File: config.mk
export PLATFORM = sky130hd
export DESIGN_NAME = tank_key_ctrl_flat
export DESIGN_NICKNAME = d
export VERILOG_FILES = /design/src/rtl/tank_key_ctrl_if.sv /design/src/rtl/tank_key_ctrl.sv /design/src/flat_wrapper.sv
export SDC_FILE = /design/constraint.sdc
export NUM_CORES = 1
export LEC_CHECK = 0
export ABC_AREA = 0
export BUFFER_PORTS_ARGS = -buffer_cell sky130_fd_sc_hd__buf_2
export CORE_MARGIN = 1
export CORE_UTILIZATION = 55
export DETAILED_ROUTE_END_ITERATION = 8
export PLACE_DENSITY = 0.86
export SLEW_MARGIN = 20
export SYNTH_ARGS = -nofsm -noshare
export SYNTH_HDL_FRONTEND = slang
export SYNTH_SLANG_ARGS = --single-unit
File: constraint.sdc
create_clock -name clk -period 2.6 [get_ports clk]
set_input_delay 0.13 -clock clk [delete_from_list [all_inputs] [get_ports clk]]
set_output_delay 0.13 -clock clk [all_outputs]
set_load 0.02 [all_outputs]
File: src/rtl/tank_key_ctrl_if.sv
// Key-event and tank-command bundle between the PS/2 front end and the tank controller.
// The master drives scan codes; the slave (tank_key_ctrl) drives per-tank movement and fire commands.
interface tank_key_ctrl_if;
   logic [9:0] key_data;
   logic       key_ready;
   logic [1:0] tank1_dir;
   logic [1:0] tank2_dir;
   logic       tank1_moving;
   logic       tank2_moving;
   logic       tank1_step;
   logic       tank2_step;
   logic       tank1_fire;
   logic       tank2_fire;

   modport master (
      output key_data, key_ready,
      input  tank1_dir, tank2_dir, tank1_moving, tank2_moving,
             tank1_step, tank2_step, tank1_fire, tank2_fire
   );

   modport slave (
      input  key_data, key_ready,
      output tank1_dir, tank2_dir, tank1_moving, tank2_moving,
             tank1_step, tank2_step, tank1_fire, tank2_fire
   );
endinterface

File: src/rtl/tank_key_ctrl.sv
// Two-tank keyboard controller: held-key tracking, facing direction, move-step and fire pulses.
// Optional macro TANK_AUTOFIRE_EN repeats fire every FIRE_COOLDOWN cycles while the fire key is held.
module tank_key_ctrl #(
   parameter int MOVE_PERIOD   = 2500000,
   parameter int FIRE_COOLDOWN = 25000000
) (
   input  logic           clk,
   input  logic           rst,
   tank_key_ctrl_if.slave bus
);
   localparam logic [25:0] MOVE_RELOAD = 26'(MOVE_PERIOD - 1);
   localparam logic [25:0] FIRE_RELOAD = 26'(FIRE_COOLDOWN - 1);
   localparam logic [2:0]  IDX_FIRE    = 3'd4;

   // Returns {hit, index}; index 0..3 = up/down/left/right, 4 = fire.
   function automatic logic [3:0] decode_key(input logic [7:0] code, input logic tank);
      logic [3:0] r;
      r = 4'b0000;
      if (!tank) begin
         case (code)
            8'h1D:   r = 4'b1000;
            8'h1B:   r = 4'b1001;
            8'h1C:   r = 4'b1010;
            8'h23:   r = 4'b1011;
            8'h29:   r = 4'b1100;
            default: r = 4'b0000;
         endcase
      end else begin
         case (code)
            8'h43:   r = 4'b1000;
            8'h42:   r = 4'b1001;
            8'h3B:   r = 4'b1010;
            8'h4B:   r = 4'b1011;
            8'h5A:   r = 4'b1100;
            default: r = 4'b0000;
         endcase
      end
      return r;
   endfunction

   function automatic logic [1:0] pick_dir(input logic [3:0] held_dirs);
      logic [1:0] d;
      if (held_dirs[0])      d = 2'd0;
      else if (held_dirs[1]) d = 2'd1;
      else if (held_dirs[2]) d = 2'd2;
      else                   d = 2'd3;
      return d;
   endfunction

   function automatic logic [25:0] sat_dec(input logic [25:0] v);
      return (v == 26'd0) ? 26'd0 : v - 26'd1;
   endfunction

   logic                  vld_p0;
   logic                  brk_p0;
   logic [1:0][3:0]       dec_p0;
   logic [1:0]            ev_hit_p0;
   logic [1:0][2:0]       ev_idx_p0;
   logic [1:0][4:0]       held_p0;
   logic [1:0][1:0]       dir_p0;
   logic [1:0]            moving_p0;
   logic [1:0]            fire_p0;

   logic [1:0][4:0]       held_p1;
   logic [1:0][1:0]       dir_p1;
   logic [1:0]            moving_p1;
   logic [1:0]            step_p1;
   logic [1:0]            fire_p1;
   logic [1:0][25:0]      step_cnt_p1;
   logic [1:0][25:0]      cool_cnt_p1;

   // Stage p0: decode the key event against the registered state.
   always_comb begin
      vld_p0    = bus.key_ready & ~bus.key_data[9];
      brk_p0    = bus.key_data[8];
      dec_p0    = '0;
      ev_hit_p0 = '0;
      ev_idx_p0 = '0;
      held_p0   = held_p1;
      dir_p0    = dir_p1;
      moving_p0 = '0;
      fire_p0   = '0;
      for (int t = 0; t < 2; t++) begin
         dec_p0[t]    = decode_key(bus.key_data[7:0], 1'(t));
         ev_hit_p0[t] = vld_p0 & dec_p0[t][3];
         ev_idx_p0[t] = dec_p0[t][2:0];
         if (ev_hit_p0[t]) begin
            held_p0[t][ev_idx_p0[t]] = ~brk_p0;
         end
         if (ev_hit_p0[t] && ev_idx_p0[t] != IDX_FIRE) begin
            if (!brk_p0) begin
               dir_p0[t] = ev_idx_p0[t][1:0];
            end else if (ev_idx_p0[t][1:0] == dir_p1[t] && |held_p0[t][3:0]) begin
               dir_p0[t] = pick_dir(held_p0[t][3:0]);
            end
         end
         moving_p0[t] = |held_p0[t][3:0];
`ifdef TANK_AUTOFIRE_EN
         // Covers both a fresh make and the held-key repeat once cooldown expires.
         fire_p0[t] = held_p0[t][4] & (cool_cnt_p1[t] == 26'd0);
`else
         fire_p0[t] = ev_hit_p0[t] & ~brk_p0 & (ev_idx_p0[t] == IDX_FIRE)
                      & ~held_p1[t][4] & (cool_cnt_p1[t] == 26'd0);
`endif
      end
   end

   // Stage p1: registered tank state, counters and command pulses.
   always_ff @(posedge clk) begin
      if (rst) begin
         held_p1     <= '0;
         dir_p1      <= {2'd1, 2'd0};
         moving_p1   <= '0;
         step_p1     <= '0;
         fire_p1     <= '0;
         step_cnt_p1 <= '0;
         cool_cnt_p1 <= '0;
      end else begin
         held_p1   <= held_p0;
         dir_p1    <= dir_p0;
         moving_p1 <= moving_p0;
         fire_p1   <= fire_p0;
         for (int t = 0; t < 2; t++) begin
            // A break that stops the tank wins over a coincident counter expiry.
            if (!moving_p0[t]) begin
               step_p1[t]     <= 1'b0;
               step_cnt_p1[t] <= 26'd0;
            end else if (!moving_p1[t] || step_cnt_p1[t] == 26'd0) begin
               step_p1[t]     <= 1'b1;
               step_cnt_p1[t] <= MOVE_RELOAD;
            end else begin
               step_p1[t]     <= 1'b0;
               step_cnt_p1[t] <= step_cnt_p1[t] - 26'd1;
            end
            if (fire_p0[t]) begin
               cool_cnt_p1[t] <= FIRE_RELOAD;
            end else begin
               cool_cnt_p1[t] <= sat_dec(cool_cnt_p1[t]);
            end
         end
      end
   end

   assign bus.tank1_dir    = dir_p1[0];
   assign bus.tank2_dir    = dir_p1[1];
   assign bus.tank1_moving = moving_p1[0];
   assign bus.tank2_moving = moving_p1[1];
   assign bus.tank1_step   = step_p1[0];
   assign bus.tank2_step   = step_p1[1];
   assign bus.tank1_fire   = fire_p1[0];
   assign bus.tank2_fire   = fire_p1[1];
endmodule
File: src/flat_wrapper.sv
// flat-port wrapper written by rule: the top's interface ports become plain ports
module tank_key_ctrl_flat 
#(
   parameter int MOVE_PERIOD   = 2500000,
   parameter int FIRE_COOLDOWN = 25000000
)
  (clk, rst, bus_key_data, bus_key_ready, bus_tank1_dir, bus_tank2_dir, bus_tank1_moving, bus_tank2_moving, bus_tank1_step, bus_tank2_step, bus_tank1_fire, bus_tank2_fire);
  tank_key_ctrl_if bus_i ();
  input  logic clk;
  input  logic rst;
  input wire logic [$bits(bus_i.key_data)-1:0] bus_key_data;
  input wire logic [$bits(bus_i.key_ready)-1:0] bus_key_ready;
  output wire logic [$bits(bus_i.tank1_dir)-1:0] bus_tank1_dir;
  output wire logic [$bits(bus_i.tank2_dir)-1:0] bus_tank2_dir;
  output wire logic [$bits(bus_i.tank1_moving)-1:0] bus_tank1_moving;
  output wire logic [$bits(bus_i.tank2_moving)-1:0] bus_tank2_moving;
  output wire logic [$bits(bus_i.tank1_step)-1:0] bus_tank1_step;
  output wire logic [$bits(bus_i.tank2_step)-1:0] bus_tank2_step;
  output wire logic [$bits(bus_i.tank1_fire)-1:0] bus_tank1_fire;
  output wire logic [$bits(bus_i.tank2_fire)-1:0] bus_tank2_fire;
  assign bus_i.key_data = bus_key_data;
  assign bus_i.key_ready = bus_key_ready;
  assign bus_tank1_dir = bus_i.tank1_dir;
  assign bus_tank2_dir = bus_i.tank2_dir;
  assign bus_tank1_moving = bus_i.tank1_moving;
  assign bus_tank2_moving = bus_i.tank2_moving;
  assign bus_tank1_step = bus_i.tank1_step;
  assign bus_tank2_step = bus_i.tank2_step;
  assign bus_tank1_fire = bus_i.tank1_fire;
  assign bus_tank2_fire = bus_i.tank2_fire;
  tank_key_ctrl #(.MOVE_PERIOD(MOVE_PERIOD), .FIRE_COOLDOWN(FIRE_COOLDOWN)) u_core (.clk(clk), .rst(rst), .bus(bus_i));
endmodule
==> metrics.txt <==
Setup crit start kind flop; die area 0.01098 mm²; # rows 37; Synth Flop Type dfxtp_1; Max clock buf depth 2; min-delay worst type input pin to flop; Die X-Extent ~100 µm; gr ovfl total 0; kind of critical path flop to flop; Final Critical Period ~2.6 ns; Setup-failing EPs final 8; Distinct cells, synth 62; Period Utilization, post-route 101.0%; HPWL after DPL a little under 8 mm; Power Dens Cells just over 1000 mW/mm²; sw power roughly 2.3 mW; via count roughly 5000; commonest non-fill, non-tap cell in the layout dfxtp_1; Syn Area/Cell 8.875 µm²; most frequent cells in the layout dfxtp_1, nor2_1, xnor2_1; post-synth net total 672; synthesis-to-finish area growth 17.50%; Final Net Count 712; drt total wl 12.32 mm; clk_lat worst skew 0.52 ns; Antenna diodes 0; Sw Ratio around 32%; Post-Layout Inst Area between 0.006 and 0.007 mm²; maximum vdd drop ~0.57 mV; Core Area 0.01028 mm²; Inserted Clock Buffers 17; Synth area leaders dfxtp_1, xnor2_1, nor2_1; placer's final routability congestion estimate about 0.86; global-route wire length before repair 21.41 mm; Warnings, synthesis 0; FMAX 380.9 MHz; Slew Viols, Final 0; placed cell areas 0.006165 mm²; WL per Instance roughly 15 µm; share of cells above drive strength 1 17.66%; CTS Sinks around 120; DR iter-0 viols about 250; Seq/Total Area, Yosys roughly 43%; clock power share 34.0%; Worst Tran Pin Value between 0.5 and 0.6 ns; Pint between 4 and 5 mW; Post-Syn Area about 0.0058 mm²; Hold Violations, Final 0; register area about 0.0025 mm²; hold path depth 2; total track usage 23.83%; Starting Density a little under three fifths; Worst Path Required 3.04 ns; status complete, but fails checks; Final Skew 0.009279 ns; CP max FO 8; IO Pins 23; hold slack about 0.024 ns; Die H 104.8 µm; # H-tree levels 4; # DRC 0; Detail Route Antenna Nets 0; Fillers 799; Vias per Instance 5.755; CTS tree built; initial antenna violation count 0; violated checks negative setup slack; Synth async-reset ratio 0%; Max-cap violations 0; Worst-path clk slew about 0.060 ns; Flop pwr share 36.4%; Post-synth EDFFs 0; r2r worst-path depth 8; Synth Register Bits approximately 120; I/O Buffers 22; RSZ-0062 raised after global routing true; Slew Limit Headroom between 60% and 70%; DR pass1 iterations 5; footprint of the multi-input gates between 0.003 and 0.004 mm²; Lkg Pwr about 2.8 nW; vias in the first global route 4933; fin worst setup slack -0.02517 ns; power share of the combinational group between 20% and 30%; Crit. End Element flop; Cells after Synth about 660; area leader, netlist dfxtp_1; largest net degree at the start of global routing 29; CP arrival between 3 and 4 ns; area share of the largest cell type after synthesis between 40 and 50%; Root Driver clkbuf_8
## registers in the layout (all words and copies together), names as in the netlist
| register | count |
|---|---|
| u_core.cool_cnt_p1 | 52 |
| u_core.step_p1 | 2 |
| u_core.fire_p1 | 2 |
| u_core.bus.tank1_dir | 2 |
| u_core.step_cnt_p1 | 52 |
| u_core.bus.tank2_dir | 2 |
| u_core.held_p1 | 10 |
| u_core.moving_p1 | 2 |
## synth_stat cells, drive strengths merged (2+ instances only)
| cell | n |
|---|---|
| a211oi | 5 |
| a21boi | 2 |
| a21oi | 30 |
| a31oi | 7 |
| a41o | 2 |
| and2 | 2 |
| and3 | 5 |
| and3b | 2 |
| buf | 8 |
| clkbuf | 20 |
| dfxtp | 124 |
| ha | 4 |
| inv | 13 |
| mux2i | 6 |
| nand2 | 32 |
| nand2b | 10 |
| nand3 | 12 |
| nand3b | 4 |
| nand4 | 4 |
| nor2 | 80 |
| nor2b | 5 |
| nor3 | 41 |
| nor3b | 7 |
| nor4 | 22 |
| nor4b | 2 |
| nor4bb | 2 |
| o21ai | 43 |
| o31a | 5 |
| o31ai | 3 |
| o41ai | 3 |
| or2 | 3 |
| or3 | 21 |
| or3b | 3 |
| or4 | 15 |
| or4b | 5 |
| xnor2 | 64 |
| xor2 | 28 |
## final timing paths
kind | start | end | slack [ns]
setup / recovery | u_core.step_cnt_p1[0]$_SDFF_PP0_ | u_core.step_cnt_p1[4]$_SDFF_PP0_ | -0.03
hold / removal | rst | u_core.held_p1[5]$_SDFF_PP0_ | 0.02
setup reg to reg | u_core.step_cnt_p1[0]$_SDFF_PP0_ | u_core.step_cnt_p1[4]$_SDFF_PP0_ | -0.03
hold reg to reg | u_core.held_p1[9]$_SDFFE_PP0P_ | u_core.fire_p1[1]$_SDFF_PP0_ | 0.46
## critical path: stages (launching register included)
cell and delay [ns]:
dfxtp_2 0.33, inv_2 0.06, ha_4 0.13, or4b_4 0.45, or4_4 0.43, or4b_4 0.50, o31a_4 0.34, buf_8 0.15
a31oi_1 0.16
## power groups by stage
stage / combinational [mW] / sequential, mW / clock (mW)
floorplan: 1.51 / 2.47 / 0
global placement: 1.86 / 2.50 / 0
detailed placement: 1.95 / 2.53 / 0
CTS: 2.00 / 2.51 / 2.38
global route: 2.31 / 2.56 / 2.48
finish: 2.05 / 2.53 / 2.36
## layer usage
metal / wire length (µm) / share of wire [%] / vias up / GRT usage (%)
li1: - / - / 2400 / -
met1: 5386 / 44 / 2318 / 27.03
met2: 6253 / 51 / 114 / 41.49
met3: 460 / 3.7 / 25 / 7.112
met4: 222 / 1.8 / 0 / 10.06
met5: 0 / 0 / - / 0
## stage by stage
step	cells	total power, mW	setup WS [ns]	utilization (%)	setup TNS [ns]
4_1_cts	843	6.887	-0.008334	66.00	-0.02308
3_5_place_dp	810	4.481	-0.01470	59.98	-0.04498
6_report	844	6.940	-0.02517	66.46	-0.1140
5_1_grt	844	7.348	-0.1177	66.46	-1.590
3_3_place_gp	810	4.361	0.02856	59.98	0
2_1_floorplan	655	3.983	-0.1121	-	-1.513
## cells by family after synthesis
| logic type | after synthesis | share of synthesized area [%] |
|---|---|---|
| mux | 6 | 1.033 |
| flops | 124 | 42.70 |
| simple gates | 280 | 26.56 |
| fa+ha+maj | 4 | 0.8610 |
| compound gates | 107 | 11.62 |
| buf+inv | 42 | 3.358 |
| xor+xnor | 92 | 13.86 |
## cell type report
type	count	area share, %
sequential	124	36.36
clock buffer	18	6.265
inverter	14	0.7694
clock inverter	14	2.455
multi-input combinational	490	46.90
timing repair buffer	48	4.763
tap	136	2.491
## timing repair
action | 4_1_cts | 5_1_grt
buffers inserted | 0 | 1
gates cloned | 1 | 0
setup endpoints to repair | 13 | 55
hold buffers | 0 | 0
gates resized for setup | 3 | 8
pin swaps | 0 | 6
endpoints found under the hold margin | 0 | 0
No activity file was read; power rests on OpenSTA's default activity.
